--- src/rtl/multicycle_control_pkg.sv ---
// Shared types and encodings for the multicycle RISC-V control unit:
// FSM states, opcodes, ALU codes and datapath mux selects.
package multicycle_control_pkg;

  typedef enum logic [3:0] {
    StFetch,
    StDecode,
    StMemAdr,
    StMemRead,
    StMemWb,
    StMemWrite,
    StExecR,
    StExecI,
    StAluWb,
    StBeq,
    StJal
  } state_e;

  localparam logic [6:0] OpLw  = 7'b0000011;
  localparam logic [6:0] OpSw  = 7'b0100011;
  localparam logic [6:0] OpR   = 7'b0110011;
  localparam logic [6:0] OpI   = 7'b0010011;
  localparam logic [6:0] OpBeq = 7'b1100011;
  localparam logic [6:0] OpJal = 7'b1101111;

  localparam logic [2:0] AluAdd = 3'b000;
  localparam logic [2:0] AluSub = 3'b001;
  localparam logic [2:0] AluAnd = 3'b010;
  localparam logic [2:0] AluOr  = 3'b011;
  localparam logic [2:0] AluSlt = 3'b101;

  // Coarse ALU request from the FSM; AluOpFunct defers to funct3/funct7.
  localparam logic [1:0] AluOpAdd   = 2'b00;
  localparam logic [1:0] AluOpSub   = 2'b01;
  localparam logic [1:0] AluOpFunct = 2'b10;

  localparam logic AdrPc  = 1'b0;
  localparam logic AdrAlu = 1'b1;

  localparam logic [1:0] ResAluOut    = 2'b00;
  localparam logic [1:0] ResData      = 2'b01;
  localparam logic [1:0] ResAluResult = 2'b10;

  localparam logic [1:0] SrcAPc    = 2'b00;
  localparam logic [1:0] SrcAOldPc = 2'b01;
  localparam logic [1:0] SrcARd1   = 2'b10;

  localparam logic [1:0] SrcBRd2  = 2'b00;
  localparam logic [1:0] SrcBImm  = 2'b01;
  localparam logic [1:0] SrcBFour = 2'b10;

  localparam logic [1:0] ImmI = 2'b00;
  localparam logic [1:0] ImmS = 2'b01;
  localparam logic [1:0] ImmB = 2'b10;
  localparam logic [1:0] ImmJ = 2'b11;

  function automatic logic [1:0] imm_src(input logic [6:0] opcode);
    logic [1:0] sel;
    unique case (opcode)
      OpSw:    sel = ImmS;
      OpBeq:   sel = ImmB;
      OpJal:   sel = ImmJ;
      default: sel = ImmI;
    endcase
    return sel;
  endfunction

  function automatic logic op_supported(input logic [6:0] opcode);
    return (opcode == OpLw) || (opcode == OpSw) || (opcode == OpR) ||
           (opcode == OpI) || (opcode == OpBeq) || (opcode == OpJal);
  endfunction

endpackage

--- src/rtl/alu_decoder.sv ---
// Combinational ALU operation decode from the FSM's coarse request plus
// funct3 / funct7[5].
module alu_decoder
  import multicycle_control_pkg::*;
(
  input  logic [1:0] aluOp,
  input  logic       op5,
  input  logic [2:0] f3,
  input  logic       f7,
  output logic [2:0] aluControl
);

  always_comb begin
    aluControl = AluAdd;
    case (aluOp)
      AluOpAdd: aluControl = AluAdd;
      AluOpSub: aluControl = AluSub;
      default: begin
        case (f3)
          // op5 separates R-type from I-type: addi has no subtract form.
          3'b000:  aluControl = (op5 && f7) ? AluSub : AluAdd;
          3'b010:  aluControl = AluSlt;
          3'b110:  aluControl = AluOr;
          3'b111:  aluControl = AluAnd;
          default: aluControl = AluAdd;
        endcase
      end
    endcase
  end

endmodule

--- src/rtl/multicycle_control.sv ---
// Multicycle RISC-V control FSM: sequences the shared datapath, counts
// retired instructions and flags unsupported opcodes.
module multicycle_control
  import multicycle_control_pkg::*;
(
  input  logic        clk,
  input  logic        rstN,
  input  logic [6:0]  op,
  input  logic [2:0]  f3,
  input  logic        f7,
  input  logic        zero,
  output logic        pcWrite,
  output logic        adrSrc,
  output logic        memWrite,
  output logic        irWrite,
  output logic [1:0]  resSrc,
  output logic [1:0]  ALUSrcA,
  output logic [1:0]  ALUSrcB,
  output logic [2:0]  ALUControl,
  output logic [1:0]  inmSrc,
  output logic        regWrite,
  output logic [31:0] instret,
  output logic        illegal
);

  state_e      r_state;
  state_e      w_next;
  logic [31:0] r_instret;
  logic        r_illegal;

  logic        w_pc_write;
  logic        w_mem_write;
  logic        w_ir_write;
  logic        w_reg_write;
  logic        w_adr_src;
  logic [1:0]  w_res_src;
  logic [1:0]  w_src_a;
  logic [1:0]  w_src_b;
  logic [1:0]  w_alu_op;
  logic        w_retire;
  logic        w_bad_op;

  always_comb begin
    w_next = StFetch;
    unique case (r_state)
      StFetch:  w_next = StDecode;
      StDecode: begin
        unique case (op)
          OpLw, OpSw: w_next = StMemAdr;
          OpR:        w_next = StExecR;
          OpI:        w_next = StExecI;
          OpBeq:      w_next = StBeq;
          OpJal:      w_next = StJal;
          default:    w_next = StFetch;
        endcase
      end
      StMemAdr:                 w_next = (op == OpSw) ? StMemWrite : StMemRead;
      StMemRead:                w_next = StMemWb;
      StExecR, StExecI, StJal:  w_next = StAluWb;
      default:                  w_next = StFetch;
    endcase
  end

  always_comb begin
    w_pc_write  = 1'b0;
    w_mem_write = 1'b0;
    w_ir_write  = 1'b0;
    w_reg_write = 1'b0;
    w_adr_src   = AdrPc;
    w_res_src   = ResAluOut;
    w_src_a     = SrcAPc;
    w_src_b     = SrcBRd2;
    w_alu_op    = AluOpAdd;
    unique case (r_state)
      StFetch: begin
        w_ir_write = 1'b1;
        w_pc_write = 1'b1;
        w_src_b    = SrcBFour;
        w_res_src  = ResAluResult;
      end
      StDecode: begin
        w_src_a = SrcAOldPc;
        w_src_b = SrcBImm;
      end
      StMemAdr: begin
        w_src_a = SrcARd1;
        w_src_b = SrcBImm;
      end
      StMemRead: w_adr_src = AdrAlu;
      StMemWb: begin
        w_res_src   = ResData;
        w_reg_write = 1'b1;
      end
      StMemWrite: begin
        w_adr_src   = AdrAlu;
        w_mem_write = 1'b1;
      end
      StExecR: begin
        w_src_a  = SrcARd1;
        w_alu_op = AluOpFunct;
      end
      StExecI: begin
        w_src_a  = SrcARd1;
        w_src_b  = SrcBImm;
        w_alu_op = AluOpFunct;
      end
      StAluWb: w_reg_write = 1'b1;
      StBeq: begin
        w_src_a    = SrcARd1;
        w_alu_op   = AluOpSub;
        w_pc_write = zero;
      end
      StJal: begin
        w_src_a    = SrcAOldPc;
        w_src_b    = SrcBFour;
        w_pc_write = 1'b1;
      end
      default: ;
    endcase
  end

  alu_decoder u_alu_decoder (
    .aluOp      (w_alu_op),
    .op5        (op[5]),
    .f3         (f3),
    .f7         (f7),
    .aluControl (ALUControl)
  );

  assign w_retire = (r_state == StMemWb) || (r_state == StMemWrite) ||
                    (r_state == StAluWb) || (r_state == StBeq);
  assign w_bad_op = (r_state == StDecode) && !op_supported(op);

  always_ff @(posedge clk or negedge rstN) begin
    if (!rstN) begin
      r_state   <= StFetch;
      r_instret <= 32'd0;
      r_illegal <= 1'b0;
    end else begin
      r_state <= w_next;
      if (w_retire) r_instret <= r_instret + 32'd1;
      if (w_bad_op) r_illegal <= 1'b1;
    end
  end

  // Write enables are gated by reset so nothing commits while it is held;
  // the remaining selects already show FETCH since the state resets there.
  assign pcWrite  = w_pc_write & rstN;
  assign memWrite = w_mem_write & rstN;
  assign irWrite  = w_ir_write & rstN;
  assign regWrite = w_reg_write & rstN;
  assign adrSrc   = w_adr_src;
  assign resSrc   = w_res_src;
  assign ALUSrcA  = w_src_a;
  assign ALUSrcB  = w_src_b;
  assign inmSrc   = imm_src(op);
  assign instret  = r_instret;
  assign illegal  = r_illegal;

endmodule
--- config.mk ---
export PLATFORM = sky130hd
export DESIGN_NAME = multicycle_control
export DESIGN_NICKNAME = d
export VERILOG_FILES = /design/src/rtl/multicycle_control_pkg.sv /design/src/rtl/alu_decoder.sv /design/src/rtl/multicycle_control.sv
export SDC_FILE = /design/constraint.sdc
export NUM_CORES = 1
export LEC_CHECK = 0
export CORE_MARGIN = 2
export CORE_UTILIZATION = 43
export CTS_BUF_LIST = sky130_fd_sc_hd__clkbuf_4 sky130_fd_sc_hd__clkbuf_8
export CTS_CLUSTER_SIZE = 40
export DETAILED_ROUTE_END_ITERATION = 10
export HOLD_SLACK_MARGIN = 0.06
export PLACE_DENSITY = 0.78
export REMOVE_ABC_BUFFERS = 1
export SLEW_MARGIN = 10
export SYNTH_ARGS = -nofsm -noshare
export SYNTH_HDL_FRONTEND = slang
export SYNTH_HIERARCHICAL = 1
export SYNTH_SLANG_ARGS = --single-unit
export TNS_END_PERCENT = 30
--- constraint.sdc ---
create_clock -name clk -period 2.05 [get_ports clk]
set_input_delay 0.615 -clock clk [delete_from_list [all_inputs] [get_ports clk]]
set_output_delay 0.615 -clock clk [all_outputs]
set_load 0.02 [all_outputs]
==> out/qor.txt, run 1 <==
WP data required - 1.43 ns
Setup CP Type - reg -> out
synthesized flop and latch total - 37
Vias - 1865
MaxCap Viol Count - 0
Critical R2R Capture - instret[26]
area of the die - 5130 sq um
status - complete, but fails checks
global-route wire length before repair - 8.29 mm
endpoint class of the critical path - output port
synthesized cell area - 1960 sq um
CTS Hold Bufs - 0
H-tree depth - 2
crit path DAT - 1.53 ns
DP Wirelength - 3.77 mm
Power Density - 731 nW/um^2
largest family of logic cells by synthesized area - simple AND/OR/NAND/NOR gates
Syn-to-layout area delta - 55.4%
register area share after synthesis - 47.1%
critical path's slowest cell - dfrtp_2
worst hold path class - in -> async
Die Y-Extent - 71.6 um
multiplexer area fraction after synthesis - 0.573%
WL per Instance - 14.3 um
DRT antenna net count - 0
setup ws final - -0.0987 ns
Worst-Margin Slew - 0.372 ns
CP Launch Type - register
row cnt - 24
CTS tree - built
CTS max path bufs - 2
CTS buffer count - 5
final WL - 5.08 mm
Fin Clk Skew - 0.00458 ns
worst r2r src - r_state[3]
Clock Sink Count - 37
final setup fails - 8
root buf cell - clkbuf_8
insertion delay to the later sink of the worst-skew pair - 0.29 ns
Synth Area in XOR/XNOR - 16.9%
Synth cell types - 37
leading cell type in the layout, fill and taps excluded - buf_4
crit-path leading delay family - flip-flops
pin count of the biggest net entering global routing - 31
simple-gate share of the synthesized area - 26.0%
CP Cell Sequence - inv_2 -> buf_4 -> or3_1 -> a21oi_2 -> buf_4
drt first-iter violations - 106
Pwr Total - 2.23 mW
crit path buf inv count - 3
post-synthesis adder-cell area fraction - 0.637%
failing checks - negative setup slack
Initial Util - 44.8%
maximum vdd drop - 0.541 mV
area of the core - 4380 sq um
Max Slew Vio Count - 0
crit path max fanout - 4
cell count after synthesis - 198
unrepaired setup endpoints after global routing - true
Vias per Instance - 5.27
Clock transition at path regs - 0.07 ns
CP dominant cell by count - buf_4
Die Wd - 71.6 um
IO buf count - 62
commonest non-fill, non-tap cells in the layout - buf_4 (49), dfrtp_1 (36), clkdlybuf4s50_1 (33)
Final min period - 2.15 ns
Syn Area/Cell - 9.92 sq um
antenna cells - 0
Slew HR - 75.2%
initial antenna violation count - 0
I/O Pins - 63
Post-layout nets - 316
Max Fclk - 0.465 GHz
yosys warns - 6
final worst-path cycle share - 105%
DR DRC count - 0
post-synthesis compound-gate area fraction - 5.16%
share of layout cells above drive strength 1 - 33.4%
gp weighted congestion - 0.837
r2r setup slk - 0.17 ns
crit-path max cell delay - 0.42 ns
Worst Reg2Reg Path Length in Cells - 7
vias in the first global route - 1811
Final Hold Fails - 0
pre-CTS WS - -0.871 ns
Leak - 1.45 nW
gr usage total - 20.4%
total iterations of the first detailed-routing run - 4
GRT overflow - 0
layout make-up:
class                           instances  area (sq um)
Multi-Input combinational cell        147          1050
Sequential cell                        37           927
Tap cell                               52          65.1
Clock inverter                          1          5.00
Fill cell                             340          1330
Inverter                                6          22.5
Clock buffer                            7          96.3
Timing Repair Buffer                  104           883
metrics by stage:
stage,hold WS [ns],cell area [sq um],setup TNS [ns],cells,utilization [%]
2_1_floorplan,0.319,1920,-0.969,190,-
3_3_place_gp,0.460,2850,-5.51,337,64.9
3_5_place_dp,0.461,2850,-5.83,337,64.9
4_1_cts,0.153,2980,-0.591,352,68.0
5_1_grt,0.151,3050,-1.37,354,69.6
6_report,0.164,3050,-0.448,354,69.6
synth_stat cells, drive strengths merged:
master	number	area share, %
nand2	18	3.4
nand3	14	3.6
and3	13	4.5
o21ai	3	0.76
nor3	9	3.4
nor2b	4	1.3
and2	3	0.96
or4	1	0.38
a21o	4	1.5
or3	2	0.64
or2	1	0.32
buf	6	2.0
mux2	1	0.57
nor4	1	0.32
a221oi	1	0.45
o21a	1	0.38
nand4	10	3.2
clkbuf	2	0.38
xnor2	28	13
and4	1	0.45
dfrtp	37	47
a21oi	8	2.0
nor2	13	2.5
xor2	7	3.5
inv	6	1.1
ha	1	0.64
nand3b	1	0.38
nor3b	2	0.76
registers in the layout, summed over array words and instances, names as in the netlist:
| signal | count |
|---|---|
| r_state | 4 |
| illegal | 1 |
| instret | 32 |
cell families (layout without fill, tap and decap cells):
| kind of cell | count (synthesis) | after routing |
|---|---|---|
| muxes | 1 | 1 |
| and+or+nand+nor | 93 | 93 |
| buffers and inverters | 14 | 118 |
| xor gates and xnor gates | 35 | 35 |
| AOI/OAI and AO/OA | 17 | 17 |
| adders and majority gates | 1 | 1 |
| DFF | 37 | 37 |
routing by layer:
| metal | global-route usage (%) | routed length [um] |
|---|---|---|
| met1 | 26.2 | 2130 |
| met3 | 4.08 | 236 |
| met4 | 7.34 | 100 |
| met5 | 0 | 0 |
| met2 | 34.5 | 2610 |
worst max-delay path by stage:
stage                from       endpoint  slack [ns]  cells past startpoint
4_1_cts        r_state[1]     ALUSrcA[0]       -0.14                      5
6_report       r_state[1]     ALUSrcA[0]        -0.1                      5
3_3_place_gp        op[3]      inmSrc[0]       -0.82                      5
5_1_grt        r_state[2]  ALUControl[0]       -0.17                      6
2_1_floorplan  r_state[1]  ALUControl[0]       -0.28                      4
3_5_place_dp        op[3]      inmSrc[0]       -0.87                      5
worst register-to-register path, delay by kind of cell, from the launching register on:
kind / cells / cell delay [ns]
xor gates and xnor gates: 2 / 0.29
buffers and inverters: 2 / 0.36
DFF: 1 / 0.45
and+or+nand+nor: 3 / 0.68
timing repair:
item	in CTS	in global routing
pin swaps	9	5
gates resized for setup	105	27
setup buffers	7	2
endpoints found under the setup margin	16	20
report_power, final:
part	internal, mW	switching [mW]
sequential	0.776	0.0517
combinational	0.423	0.425
clock	0.304	0.253
Power figures use the tool's default switching activity.
==> run 2, diff against run 1 <==
- GPL_ROUTABILITY_DRIVEN: not set -> 1
==> results of run 2 <==
Final layout, timing and power as in run 1 (identical DEF).
==> run 3, diff against run 2 <==
- ABC_AREA: not set -> 1
- CORE_UTILIZATION: 43 -> 46
- PLACE_DENSITY: 0.78 -> 0.79
- SLEW_MARGIN: 10 -> 20
==> out/qor.txt, run 3 <==
status - finished, final reports clean
WL per Instance - 13.1 um (-8.4%)
MaxCap Viol Count - 0 (unchanged)
Placed Cells incl. Taps - 474 (+41%)
row cnt - 26 (+8.3%)
final setup fails - 0 (-8)
total iterations of the first detailed-routing run - 5 (+1)
leading cell type in the layout, fill and taps excluded - nand2_1
Synth cell types - 31 (-16%)
fillcell total - 416 (+22%)
DR DRC count - 0 (unchanged)
Vias - 2394 (+28%)
Synth Flop Type - dfrtp_1
root buf cell - clkbuf_8
initial antenna violation count - 0 (unchanged)
Die Y-Extent - 76.0 um (+6.1%)
CTS tree - built
Clock power frac - 25.5% (+0.6 points)
register area share after synthesis - 38.8% (-8.3 points)
commonest non-fill, non-tap cells in the layout - nand2_1 (85), buf_4 (44), inv_1 (41)
CP Cell Sequence - buf_6 -> inv_2 -> nand2_4 -> nor2_4 -> nand4_1 -> o21ai_1 -> buf_4
number of flops mapped to enable cells by yosys - 0 (unchanged)
Pwr Total - 2.01 mW (-10%)
post-route cell area - 3460 sq um (+13%)
sw power - 707 uW (-3.1%)
setup_tns - 0 ns (+0.448 ns)
Max Slew Vio Count - 0 (unchanged)
GRT overflow - 0 (unchanged)
pre-CTS WS - -0.868 ns (+0.00338 ns)
max FFs per register - 32 (unchanged)
Fin Hold WS - 0.405 ns (+0.241 ns)
drt first-iter violations - 74 (-30%)
internal power - 1.30 mW (-13%)
CP Launch Type - input pin
crit path buf inv count - 3 (unchanged)
DP Wirelength - 4.78 mm (+27%)
crit-path max cell delay - 0.18 ns (-0.24 ns)
Clock transition at path regs - 0.07 ns (about the same)
Sequential Power Share - 40.4% (+3.3 points)
Max Fclk - 0.494 GHz (+6.2%)
unrepaired setup endpoints after global routing - true
gr usage total - 23.6% (+3.2 points)
Leak - 1.73 nW (+20%)
Final min period - 2.02 ns (-0.126 ns)
cell taking the most area after synthesis - dfrtp_1
synthesized flop and latch total - 37 (unchanged)
final core utilization - 68.7% (-0.97 points)
setup ws final - 0.0268 ns (+0.126 ns)
gp weighted congestion - 0.844 (+0.81%)
Vias per Instance - 4.80 (-8.9%)
area of the core - 5040 sq um (+15%)
Post-layout nets - 443 (+40%)
share of layout cells above drive strength 1 - 30.3% (-3.1 points)
Setup CP Type - in -> out
Fin Clk Skew - 0.00312 ns (-0.00146 ns)
final WL - 6.56 mm (+29%)
Storage cell area - 927 sq um (unchanged)
final worst-path cycle share - 98.7% (-6.1 points)
Post-synth top cells - nand2_1 (93), inv_1 (46), dfrtp_1 (37)
Post-synth ARST share - 100% (unchanged)
DRT antenna net count - 0 (unchanged)
Combinational Power Share - 34.1% (-3.9 points)
I/O Pins - 63 (unchanged)
worst hold path class - in -> async
area of the die - 5770 sq um (+13%)
crit-path leading delay family - simple AND/OR/NAND/NOR gates
largest cells by area after synthesis - dfrtp_1 (39%), nand2_1 (15%), inv_1 (7.2%), nor2_1 (5.5%), nor2_4 (5.2%)
antenna cells - 0 (unchanged)
Die Wd - 76.0 um (+6.1%)
Syn-to-layout area delta - 45.2%
pin count of the biggest net entering global routing - 38 (+23%)
Worst-Margin Slew - 0.473 ns (+0.101 ns)
vias in the first global route - 2454 (+36%)
insertion delay to the later sink of the worst-skew pair - 0.30 ns (about the same)
endpoint class of the critical path - output port
most common cell in the netlist - nand2_1
Sw Share - 35.2% (+2.5 points)
Placement Cell Area - 3240 sq um (+14%)
crit path DAT - 1.41 ns (-0.12 ns)
Clock Sink Count - 37 (unchanged)
critical path's slowest cell - nand4_1
Final Hold Fails - 0 (unchanged)
synthesized cell area - 2380 sq um (+21%)
WP data required - 1.43 ns (about the same)
H-tree depth - 2 (unchanged)
CTS max path bufs - 2 (unchanged)
CTS buffer count - 5 (unchanged)
global-route wire length before repair - 11.2 mm (+35%)
Slew HR - 68.4% (-6.7 points)
Initial Util - 47.3% (+2.5 points)
maximum vdd drop - 0.450 mV (-17%)
Power Density - 580 nW/um^2 (-21%)
crit path max fanout - 3 (-1)
Syn Area/Cell - 7.45 sq um (-25%)
yosys warns - 6 (unchanged)
Synth top area share - 38.8% (-8.3 points)
area of the multi-input gates - 1340 sq um (+27%)
cell count after synthesis - 320 (+62%)
IO buf count - 62 (unchanged)
Finished Layout Cells - 499 (+41%)
-- run 3: final cells by class --
type	instances	share of cell area, %
Sequential cell	37	26.8
Clock buffer	6	2.20
Multi-Input combinational cell	232	38.6
Clock inverter	2	0.289
Tap cell	70	2.53
Inverter	50	5.42
Timing Repair Buffer	102	24.2
-- run 3: final timing paths --
check                           startpoint  cells after the start           to  slack, ns
worst max-delay path                 op[4]                      7    inmSrc[0]       0.03
max in group asynchronous             rstN                      2   r_state[1]       1.29
worst max register to register  r_state[3]                     12  instret[24]       0.29
min in group clk                   illegal                      1      illegal       0.49
worst min-delay path                  rstN                      2  instret[23]       0.40
worst min register to register     illegal                      1      illegal       0.49
-- run 3: layer usage --
| layer | GRT usage [%] | wire (um) | vias to the layer above | part of all wire, % |
|---|---|---|---|---|
| met5 | 0 | 0 | - | 0 |
| met4 | 7.64 | 70 | 0 | 1.1 |
| met3 | 4.38 | 251 | 6 | 3.8 |
| met2 | 43.0 | 3470 | 52 | 53 |
| met1 | 28.1 | 2770 | 1121 | 42 |
| li1 | - | - | 1215 | - |
-- run 3: cells by family (layout without fill, tap and decap cells) --
family                     Yosys count  after routing  synth area share, %
DFF                                 37             37                 38.8
and+or+nand+nor                    201            201                 42.3
xor gates and xnor gates            19             19                 6.98
buffers and inverters               51            160                 8.71
adders and majority gates            1              1                0.525
AOI/OAI and AO/OA                   11             11                 2.68
-- run 3: what timing repair did --
| item | CTS | global route |
|---|---|---|
| hold buffers | 0 | 0 |
| resized for setup | 101 | 37 |
| buffers inserted | 14 | 3 |
| pin swaps | 11 | 7 |
| endpoints found under the setup margin | 16 | 20 |
-- run 3: power groups by stage --
stage | Combinational, mW | Clock, mW | Sequential (mW)
2_1_floorplan | 0.287 | 0 | 0.854
3_3_place_gp | 0.677 | 0 | 0.823
3_5_place_dp | 0.693 | 0 | 0.823
4_1_cts | 0.660 | 0.514 | 0.811
5_1_grt | 0.742 | 0.538 | 0.818
6_report | 0.686 | 0.512 | 0.812
